[config.mk]
export PLATFORM = sky130hd
export DESIGN_NAME = missile_l_motion_ctrl
export DESIGN_NICKNAME = d
export VERILOG_FILES = /design/src/rtl/missile_l_motion_ctrl.sv
export SDC_FILE = /design/constraint.sdc
export NUM_CORES = 1
export LEC_CHECK = 0
export ABC_CLOCK_PERIOD_IN_PS = 2370
export CORE_MARGIN = 2
export CORE_UTILIZATION = 41
export DETAILED_ROUTE_END_ITERATION = 10
export PLACE_DENSITY = 0.81
export SLEW_MARGIN = 20
export SYNTH_ARGS = -nofsm -noshare
export SYNTH_HDL_FRONTEND = slang
export SYNTH_SLANG_ARGS = --single-unit
[constraint.sdc]
create_clock -name clk -period 2.37 [get_ports clk]
set_input_delay 0.237 -clock clk [delete_from_list [all_inputs] [get_ports clk]]
set_output_delay 0.237 -clock clk [all_outputs]
set_load 0.01 [all_outputs]
[src/rtl/missile_l_motion_ctrl.sv]
// Left-missile motion sequencer: launches a sprite, then runs a per-frame
// erase/move/redraw loop in 64-cycle bursts until it leaves the playfield or is aborted.
module missile_l_motion_ctrl #(
    parameter int unsigned FRAME_TICKS = 833333,
    parameter int unsigned STEP_X      = 1,
    parameter int unsigned STEP_Y      = 0,
    parameter int unsigned X_MIN       = 0,
    parameter int unsigned Y_MAX       = 116
) (
    input  logic       clk,
    input  logic       resetn,
    input  logic       launch,
    input  logic [7:0] launch_x,
    input  logic [6:0] launch_y,
    input  logic       abort,
    input  logic       complete,
    output logic       draw,
    output logic       clear,
    output logic       shift_hv,
    output logic       shift_v,
    output logic       load,
    output logic [7:0] load_x,
    output logic [6:0] load_y,
    output logic [6:0] shift_amount,
    output logic [6:0] shift_amount_two,
    output logic       plot,
    output logic       busy,
    output logic       exited,
    output logic [7:0] cur_x,
    output logic [6:0] cur_y,
    output logic       error
);

    localparam int unsigned FW = (FRAME_TICKS > 1) ? $clog2(FRAME_TICKS + 1) : 1;

    typedef enum logic [2:0] {
        S_RESYNC,
        S_IDLE,
        S_LOAD,
        S_DRAW0,
        S_WAIT,
        S_ERASE,
        S_MOVE,
        S_FINAL
    } state_t;

    state_t          state;
    state_t          state_nx;
    logic [5:0]      burst_cnt;
    logic [FW-1:0]   frame_cnt;
    logic            in_burst;
    logic            burst_end;
    logic            frame_end;
    logic            out_of_bounds;
    logic signed [9:0] next_x_s;
    logic [7:0]      next_y;

    logic draw_d, clear_d, shift_hv_d, load_d, plot_d, busy_d, exited_d;
    logic [6:0] shift_amount_d, shift_amount_two_d;

    assign in_burst  = (state == S_DRAW0) || (state == S_ERASE) ||
                       (state == S_MOVE)  || (state == S_FINAL);
    assign burst_end = in_burst && (burst_cnt == 6'd63);
    assign frame_end = (state == S_WAIT) && (frame_cnt == FW'(FRAME_TICKS - 1));

    // Signed x keeps the borrow visible as a negative value.
    assign next_x_s      = $signed({2'b00, cur_x}) - $signed(10'(STEP_X));
    assign next_y        = {1'b0, cur_y} + 8'(STEP_Y);
    assign out_of_bounds = (next_x_s < $signed(10'(X_MIN))) || (next_y > 8'(Y_MAX));

    assign shift_v = 1'b0;

    // State register
    always_ff @(posedge clk) begin
        if (!resetn) begin
            state <= S_RESYNC;
        end else begin
            state <= state_nx;
        end
    end

    // Next-state logic
    always_comb begin
        state_nx = state;
        case (state)
            S_RESYNC: if (complete) state_nx = S_IDLE;
            S_IDLE:   if (launch)   state_nx = S_LOAD;
            S_LOAD:   state_nx = S_DRAW0;
            S_DRAW0:  if (burst_end) state_nx = S_WAIT;
            S_WAIT: begin
                if (frame_end) begin
                    if (abort || out_of_bounds) state_nx = S_FINAL;
                    else                        state_nx = S_ERASE;
                end
            end
            S_ERASE:  if (burst_end) state_nx = S_MOVE;
            S_MOVE:   if (burst_end) state_nx = S_WAIT;
            S_FINAL:  if (burst_end) state_nx = S_IDLE;
            default:  state_nx = S_RESYNC;
        endcase
    end

    // Output decode from the upcoming state so registered strobes line up with it
    always_comb begin
        draw_d             = 1'b0;
        clear_d            = 1'b0;
        shift_hv_d         = 1'b0;
        load_d             = 1'b0;
        plot_d             = 1'b0;
        busy_d             = 1'b0;
        shift_amount_d     = 7'd0;
        shift_amount_two_d = 7'd0;
        exited_d           = (state == S_FINAL) && burst_end;
        case (state_nx)
            S_RESYNC: begin
                draw_d  = 1'b1;
                clear_d = 1'b1;
            end
            S_LOAD: begin
                draw_d = 1'b1;
                load_d = 1'b1;
                busy_d = 1'b1;
            end
            S_DRAW0: begin
                draw_d     = 1'b1;
                plot_d     = 1'b1;
                shift_hv_d = 1'b1;
                busy_d     = 1'b1;
            end
            S_WAIT: busy_d = 1'b1;
            S_ERASE, S_FINAL: begin
                draw_d  = 1'b1;
                plot_d  = 1'b1;
                clear_d = 1'b1;
                busy_d  = 1'b1;
            end
            S_MOVE: begin
                draw_d             = 1'b1;
                plot_d             = 1'b1;
                shift_hv_d         = 1'b1;
                busy_d             = 1'b1;
                shift_amount_d     = 7'(STEP_X);
                shift_amount_two_d = 7'(STEP_Y);
            end
            default: ;
        endcase
    end

    // Counters, position tracking, alignment flag and output registers
    always_ff @(posedge clk) begin
        if (!resetn) begin
            burst_cnt        <= 6'd0;
            frame_cnt        <= '0;
            error            <= 1'b0;
            load_x           <= 8'd0;
            load_y           <= 7'd0;
            cur_x            <= 8'd0;
            cur_y            <= 7'd0;
            draw             <= 1'b0;
            clear            <= 1'b0;
            shift_hv         <= 1'b0;
            load             <= 1'b0;
            plot             <= 1'b0;
            busy             <= 1'b0;
            exited           <= 1'b0;
            shift_amount     <= 7'd0;
            shift_amount_two <= 7'd0;
        end else begin
            burst_cnt <= in_burst ? burst_cnt + 6'd1 : 6'd0;
            frame_cnt <= ((state != S_WAIT) || frame_end) ? '0 : frame_cnt + FW'(1);
            if (burst_end && !complete) error <= 1'b1;
            if ((state == S_IDLE) && launch) begin
                load_x <= launch_x;
                load_y <= launch_y;
                cur_x  <= launch_x;
                cur_y  <= launch_y;
            end else if ((state == S_MOVE) && burst_end) begin
                cur_x <= cur_x - 8'(STEP_X);
                cur_y <= cur_y + 7'(STEP_Y);
            end
            draw             <= draw_d;
            clear            <= clear_d;
            shift_hv         <= shift_hv_d;
            load             <= load_d;
            plot             <= plot_d;
            busy             <= busy_d;
            exited           <= exited_d;
            shift_amount     <= shift_amount_d;
            shift_amount_two <= shift_amount_two_d;
        end
    end

endmodule
# [Word-level counts from Yosys, hierarchy flattened]
# Index checks and enable logic that the tools add are counted.
[word_totals] ff_bits=74 latch_bits=0 ram_bits=0 rom_bits=0 input_bits=20 output_inout_bits=53 elab_cells=81 n_memories=0
[classes] addsub=4 multipliers=0 n_div=0 n_lt_le_gt_ge=2 n_eq_ne=16 shift=0 n_mux=18 bitwise=1 reduce_logical=24
[ops] op="equality test 3 bit (second input constant)" count=8
[ops] op="one-hot mux 3 bit (7 select lines)" count=1
[ops] op="adder 20 x 1 -> 20 bit (second input constant)" count=1
[ops] op="equality test 20 bit (second input constant)" count=1
[ops] op="2-to-1 mux 3 bit" count=6
[ops] op="2-to-1 mux 8 bit" count=2
[ops] op="equality test 3 x 2 -> 1 bit (second input constant)" count=4
[ops] op="OR reduction 6 bit" count=2
[ops] op="< comparator 9 x 1 -> 1 bit (second input constant)" count=1
[ops] op="subtractor 8 x 1 -> 9 bit (second input constant)" count=1
[ops] op="subtractor 8 x 1 -> 8 bit (second input constant)" count=1
[ops] op="greater-than comparator 7 bit (second input constant)" count=1
[ops] op="2-to-1 mux 1 bit" count=7
[ops] op="2-to-1 mux 7 bit" count=1
[ops] op="adder 6 x 1 -> 6 bit (second input constant)" count=1
[ops] op="equality test 6 bit (second input constant)" count=1
[ops] op="logical AND 1 bit" count=6
[ops] op="zero test 3 bit" count=2
[ops] op="logical OR 1 bit" count=6
[ops] op="OR reduction 2 bit" count=3
[ops] op="OR reduction 4 bit" count=1
[ops] op="equality test 3 x 1 -> 1 bit (second input constant)" count=1
[ops] op="!= test 3 bit (second input constant)" count=1
[ops] op="OR reduction 3 bit" count=1
[ops] op="other kinds (5)" count=5

# [Longest topological paths before layout]
# Gate-level depths: netlist (run 1).
[depth] depth_word=10 depth_mapped=8 mapped_depth_nobuf=7

# [Worst setup path after synthesis (run 1)]
# No wires, ideal clock.
[synth_path] path_kind="register to register" start="register burst_cnt[0]" end="register plot" setup_time_ns=0.122 arrival_time_ns=1.661 t_required_ns=2.248 slack_ns=0.587 path_stages_with_launch=8 n_path_buf=1 period_less_slack_ns=1.783 cell_sequence="dfxtp_1 -> ha_1 -> and4_1 -> buf_2 -> and3_1 -> a221o_1 -> o21a_1 -> o2bb2ai_1"
[synth_between] elab_chain_len=7 word_cells_on_any_way=12 classes_between="eq/ne: 5; mux: 5; reduce/logical: 2"
[synth_rtl] element="from (decl)" line="49" source="logic [5:0] burst_cnt;"
[synth_rtl] element="from (signal assigned)" line="169" source="burst_cnt <= in_burst ? burst_cnt + 6'd1 : 6'd0;"
[synth_rtl] element="equality test 6 bit (*)" line="63" source="assign burst_end = in_burst && (burst_cnt == 6'd63);"
[synth_rtl] element="logical AND 1 bit (*)" line="63"
[synth_rtl] element="2-to-1 mux 3 bit (on tied branches)"
[synth_rtl] element="one-hot mux 3 bit (7 select lines) (*)" line="85" source="case (state)"
[synth_rtl] element="equality test 3 bit / equality test 3 x 2 -> 1 bit (equally long branches)" line="114" source="case (state_nx)"
[synth_rtl] element="OR reduction 4 bit (no source line) (*)"
[synth_rtl] element="2-to-1 mux 1 bit (*)" line="114"
[synth_rtl] element="to (signal assigned)" line="185" source="plot <= plot_d;"
[synth_rtl] element="to (decl)" line="26" source="output logic plot,"
# Mark *: on every way between the ends. The rest lies on a longest branch, timed or not.
# A chain may end at the register's enable or synchronous reset.

# [Final worst setup path (run 1)]
# Same ends and word-level chain as after synthesis.

==> results.sh, run 1 <==
export IMPL_synth_distinct_cells=50
export IMPL_power_density_mw_per_mm2=650.5
export IMPL_comb_power_share_pct=10.8
export IMPL_ys_ff_latch=61
export IMPL_rows=30
export IMPL_gp_congestion=0.7696
export IMPL_cts_sinks=61
export IMPL_boundaryPins=73
export IMPL_synth_enable_flop_cells=0
export IMPL_power_mw=2.364
export IMPL_core_mm2=0.006794
export IMPL_grt_pass1_vias=2174
export IMPL_place_ws_ns=0.4565
export IMPL_peakVddDrop_mv=0.3979
export IMPL_ant_nets=0
export IMPL_worstSetupPathType="reg -> reg"
export IMPL_synth_compound_area_share_pct=12.36
export IMPL_highest_signal_layer="met4"
export IMPL_h_tree_depth=3
export IMPL_syn_area_per_cell_um2=8.812
export IMPL_synthAdderAreaFrac_pct=1.747
export IMPL_worstHoldPathType="in -> reg"
export IMPL_drt_wl_total_um=5914
export IMPL_muxShareOfSynthArea_pct=0.3932
export IMPL_clock_tree_root_cell="clkbuf_8"
export IMPL_clkPwrFrac_pct=43.3
export IMPL_yosys_area_share_simple_pct=24.38
export IMPL_drt_iter0_markers=153
export IMPL_timing_hold_ws_ns=0.4521
export IMPL_die_x_um=87.58
export IMPL_clk_latency_ns=0.34
export IMPL_period_share_pct=82.84
export IMPL_mappedNetlistArea_mm2=0.002864
export IMPL_vias_per_cell=4.857
export IMPL_switchingPower_mw=0.5772
export IMPL_die_area_mm2=0.007670
export IMPL_die_h_um=87.58
export IMPL_cts_repair_resized=0
export IMPL_dp_hpwl_um=4225
export IMPL_cp_arrival_ns=2.19
export IMPL_drc=0
export IMPL_diodes=0
export IMPL_fmax_ghz=0.5094
export IMPL_drt_pass1_iter_count=4
export IMPL_synthDominantCellAreaShare_pct=42.64
export IMPL_path_clk_slew_ns=0.07
export IMPL_worst_ep_required_time_ns=2.59
export IMPL_synth_top_family_by_area="simple AND/OR/NAND/NOR gates"
export IMPL_synth_cells=325
export IMPL_cts_made_buffers=9
export IMPL_worst_slack_ns=0.4068
export IMPL_area_growth_pct=26.87
export IMPL_vias=2317
export IMPL_post_drt_wl_per_cell_um=12.40
export IMPL_outcome="finished, final reports clean"
export IMPL_nets=400
export IMPL_worstSetupEndpointType="flip-flop"
export IMPL_drive_gt1_share_pct=8.399
export IMPL_start_kind="flip-flop"
export IMPL_synthTopCellsByArea="dfxtp_1 (43%), nand2_1 (6.3%), buf_4 (5.8%)"
export IMPL_finalHoldViolCount=0
export IMPL_crit_fanout=7
export IMPL_wl_met2_um=2866
export IMPL_grt_max_degree=38
export IMPL_synthXorXnorAreaFrac_pct=8.869
export IMPL_overflow=0
export IMPL_p_leak_nw=1.254
export IMPL_grtUsageTotal_pct=16.71
export IMPL_initial_utilization_pct=42.15
export IMPL_ys_flop_type="dfxtp_1"
export IMPL_cts_hold_buf=0
export IMPL_rsz0062_at_grt="false"
export IMPL_dr_wl_met3_um=333
export IMPL_clk_path_buf_depth=2
export IMPL_ys_async_sr_fraction_pct=0
export IMPL_yosysWarnings=0
export IMPL_met1Wirelength_um=2611
export IMPL_skew_ns=0.01155
export IMPL_period_needed_ns=1.963
export IMPL_maxCapViolCount=0
export IMPL_drv_slew=0
export IMPL_antenna_found_initial=0
export IMPL_cts_tree="built"
export IMPL_seq_area_frac_synth_pct=42.64
export IMPL_port_buffers=58
export IMPL_synth_top_area_cell="dfxtp_1"
export IMPL_switching_share_pct=24.42
export IMPL_p_int_mw=1.786
export IMPL_post_cts_buffers=0
export IMPL_grt_first_pass_wirelength_um=9887
export IMPL_seq_power_share_pct=45.9
export IMPL_setup_tns_ns=0
export IMPL_setup_viol=0
[sequential cells by signal, indices dropped and copies added, names as in the netlist, 3 cells and up]
register,flops
load_x,8
frame_cnt,20
cur_y,7
state,3
burst_cnt,6
cur_x,8
[worst paths after layout]
path         depth (start not counted)  slack, ns   endpoint          from
min                                  3       0.45   cur_y[5]   launch_y[5]
min reg2reg                          2       0.47  load_x[1]     load_x[1]
max reg2reg                          6       0.41       plot  burst_cnt[0]
max                                  6       0.41       plot  burst_cnt[0]
[per-stage QoR]
| stage | utilization [%] | instance area [um^2] | instances |
|---|---|---|---|
| 5_1_grt | 53.48 | 3633 | 477 |
| 3_5_place_dp | 50.18 | 3410 | 461 |
| 4_1_cts | 53.48 | 3633 | 477 |
| 6_report | 53.48 | 3633 | 477 |
| 3_3_place_gp | 50.18 | 3410 | 461 |
| 2_1_floorplan | - | 2913 | 338 |
[critical path, cell delays in order, from the launching register on]
cell	delay (ns)
dfxtp_1	0.37
ha_1	0.22
and4_1	0.34
o211ai_1	0.13
a221o_1	0.44
a31oi_4	0.24
o2bb2ai_1	0.10
[cell type report]
| class | instances | area (um^2) |
|---|---|---|
| sequential | 61 | 1221 |
| timing repair buffer | 62 | 610.6 |
| multi-input combinational | 232 | 1420 |
| fill | 628 | 3161 |
| clock inverter | 7 | 100.1 |
| tap | 96 | 120.1 |
| clock buffer | 9 | 123.9 |
| inverter | 10 | 37.54 |
[kinds of logic after synthesis]
family,after synthesis
simple gates,137
flops,61
compound gates,47
buf+inv,45
xor+xnor,29
fa+ha+maj,4
other cells,1
mux,1
[cell usage after synthesis, types with 2 or more instances]
master and n:
nand4_1 9, and4_1 3, buf_6 2, a21oi_1 7, xor2_1 14, nor4b_2 2
nor2_1 35, ha_1 4, and2_1 4, nor3_1 6, o21a_1 4, buf_4 22
clkbuf_1 7, nand3_1 8, xnor2_1 15, nand2_1 48, or3_1 2, a21boi_0 16
nor4_1 2, dfxtp_1 61, o21ai_0 9, a32o_1 2, nor4b_1 2, buf_2 4
inv_1 10, and3_1 3
[placed cells by master (no fill, tap or decap), types with 3 or more instances in the layout]
cell,instances
and3_1,3
clkinvlp_4,3
xnor2_1,15
nand4_1,9
nand2_1,48
dfxtp_1,61
nand3_1,8
clkbuf_8,9
a21oi_1,7
nor2_1,35
xor2_1,14
o21a_1,4
buf_4,4
and4_1,3
ha_1,4
nor3_1,6
clkdlybuf4s50_1,58
inv_1,10
o21ai_0,9
conb_1,14
a21boi_0,16
and2_1,4
[routing by layer]
metal / GRT usage [%] / up-vias
met5: 0 / -
met4: 7.273 / 0
met3: 6.221 / 8
met2: 26.58 / 75
met1: 20.29 / 1068
li1: - / 1166
[power groups by stage]
stage / sequential [mW] / clock (mW) / combinational, mW
floorplan: 1.11 / 0 / 0.150
global placement: 1.11 / 0 / 0.251
detailed placement: 1.11 / 0 / 0.256
CTS: 1.08 / 1.05 / 0.258
global route: 1.09 / 1.10 / 0.280
finish: 1.08 / 1.02 / 0.256
Note: power is estimated with default switching activity, not from simulation.
==> run 2: changes to the inputs <==
--- a/config.mk
+++ b/config.mk
@@ -5,11 +5,11 @@
 export SDC_FILE = /design/constraint.sdc
 export NUM_CORES = 1
 export LEC_CHECK = 0
-export ABC_CLOCK_PERIOD_IN_PS = 2370
+export ABC_CLOCK_PERIOD_IN_PS = 1700
 export CORE_MARGIN = 2
 export CORE_UTILIZATION = 41
 export DETAILED_ROUTE_END_ITERATION = 10
-export PLACE_DENSITY = 0.81
+export PLACE_DENSITY = 0.83
 export SLEW_MARGIN = 20
 export SYNTH_ARGS = -nofsm -noshare
 export SYNTH_HDL_FRONTEND = slang
==> constraint.sdc (replaced) <==
create_clock -name clk -period 1.7 [get_ports clk]
set_input_delay 0.17 -clock clk [delete_from_list [all_inputs] [get_ports clk]]
set_output_delay 0.17 -clock clk [all_outputs]
set_load 0.01 [all_outputs]
==> results.sh, run 2 (same netlist as run 1, synthesis figures left out) <==
export IMPL_largest_reg_flops=20
export IMPL_gp_congestion=0.8471
export IMPL_crit_fanout=4
export IMPL_ant_nets=0
export IMPL_peakVddDrop_mv=0.6404
export IMPL_overflow=0
export IMPL_dp_hpwl_um=4780
export IMPL_hold_start="launch_y[6]"
export IMPL_p_leak_nw=1.489
export IMPL_setup_tns_ns=-0.01503
export IMPL_die_area_mm2=0.007670
export IMPL_rows=30
export IMPL_drt_pass1_iter_count=4
export IMPL_cts_sinks=61
export IMPL_final_cell_area_mm2=0.004010
export IMPL_port_buffers=58
export IMPL_clock_tree_root_cell="clkbuf_8"
export IMPL_finish_utilization_pct=59.02
export IMPL_timing_hold_ws_ns=0.3843
export IMPL_nets=438
export IMPL_clk_path_buf_depth=2
export IMPL_vias=2537
export IMPL_drt_wl_total_um=6862
export IMPL_fmax_ghz=0.5843
export IMPL_path_clk_slew_ns=0.08
export IMPL_drv_slew=0
export IMPL_cts_tree="built"
export IMPL_power_density_mw_per_mm2=762.3
export IMPL_core_mm2=0.006794
export IMPL_fin_cells=515
export IMPL_worstSetupPathType="reg -> reg"
export IMPL_area_growth_pct=40.02
export IMPL_boundaryPins=73
export IMPL_drt_iter0_markers=100
export IMPL_period_needed_ns=1.712
export IMPL_start_kind="flip-flop"
export IMPL_worst_slack_ns=-0.01153
export IMPL_die_h_um=87.58
export IMPL_diodes=0
export IMPL_worstHoldPathType="in -> reg"
export IMPL_worst_ep_required_time_ns=1.96
export IMPL_reg2reg_from="cur_x[3]"
export IMPL_grt_first_pass_wirelength_um=10890
export IMPL_grt_max_degree=29
export IMPL_hold_path_end="cur_y[6]"
export IMPL_r2r_slack_ns=-0.01
export IMPL_worstHoldPathCells=3
export IMPL_worstSetupEndpointType="flip-flop"
export IMPL_reg2reg_depth=5
export IMPL_drive_gt1_share_pct=22.67
export IMPL_antenna_found_initial=0
export IMPL_clk_latency_ns=0.34
export IMPL_post_drt_wl_per_cell_um=13.32
export IMPL_dp_cells=497
export IMPL_rsz0062_at_grt="true"
export IMPL_violations="negative setup slack"
export IMPL_maxCapViolCount=0
export IMPL_vias_per_cell=4.926
export IMPL_top_regs="frame_cnt (20), cur_x (8), load_x (8)"
export IMPL_setup_viol=2
export IMPL_h_tree_depth=3
export IMPL_skew_ns=0.01012
export IMPL_finalHoldViolCount=0
export IMPL_grtUsageTotal_pct=18.06
export IMPL_initial_utilization_pct=42.15
export IMPL_final_cell_mix="clkdlybuf4s50_1 (58), dfxtp_1 (54), nand2_1 (48), buf_4 (39), nor2_1 (34)"
export IMPL_period_share_pct=100.7
export IMPL_final_common_cell="clkdlybuf4s50_1"
export IMPL_timing_rr_end="shift_hv"
export IMPL_cts_made_buffers=9
export IMPL_top_register="frame_cnt"
export IMPL_die_x_um=87.58
export IMPL_cp_arrival_ns=1.97
export IMPL_drc=0
export IMPL_grt_pass1_vias=2427
export IMPL_dpl_cell_area_mm2=0.003707
export IMPL_outcome="finished, violations left"
## run 2: cell count changes in the layout (fill, tap and decap cells not counted), sizes merged
cell | previous run | this run
clkinv | 2 | 4
clkinvlp | 3 | 2
bufinv | 2 | 0
inv | 10 | 11
buf | 4 | 42
## run 2: power breakdown
part	total [mW]	switching (mW)	internal, mW
sequential	1.50	0.0319	1.47
clock	1.15	0.618	0.532
combinational	0.403	0.186	0.217
## run 2: how the worst max path moves through the flow
stage                  from              end  slack [ns]  cells after the start
6_report           cur_x[3]         shift_hv       -0.01                      5
5_1_grt            cur_x[3]  shift_amount[0]       -0.11                      5
4_1_cts            cur_x[3]  shift_amount[0]       -0.02                      5
3_5_place_dp   burst_cnt[1]             plot       -0.13                      6
3_3_place_gp   burst_cnt[1]             plot       -0.06                      6
2_1_floorplan  burst_cnt[0]             plot       -0.01                      7
## run 2: timing repair
action,CTS,global route
endpoints found under the setup margin,32,31
pin swaps,4,12
setup buffers,1,1
endpoints found under the hold margin,0,0
hold buffers,0,0
resized for setup,7,25
## run 2: layout make-up
type | count | area [um^2]
multi-input combinational | 232 | 1523
clock inverter | 7 | 51.30
timing repair buffer | 100 | 924.6
sequential | 61 | 1230
clock buffer | 9 | 123.9
fill | 574 | 2784
tap | 96 | 120.1
inverter | 10 | 37.54
## run 2: per-stage QoR
step,setup slack [ns],total power [mW]
after floorplan,-0.01121,1.760
after global placement,-0.06081,1.918
after detailed placement,-0.1323,1.926
after CTS,-0.01733,3.061
after global routing,-0.1105,3.187
final,-0.01153,3.057
## run 2: worst max-delay path, cell delays in order, from the launching register on
cell	delay [ns]
dfxtp_1	0.31
or3_1	0.38
or2_4	0.26
o311ai_4	0.27
a31oi_4	0.15
nor4b_2	0.25
## run 2: layer usage
| metal | vias to the layer above | GRT usage (%) | wire, um |
|---|---|---|---|
| met1 | 1213 | 21.19 | 2843 |
| met2 | 73 | 31.40 | 3582 |
| met3 | 13 | 3.864 | 297 |
| met4 | 0 | 8.392 | 139 |
| met5 | - | 0 | 0 |
| li1 | 1238 | - | - |
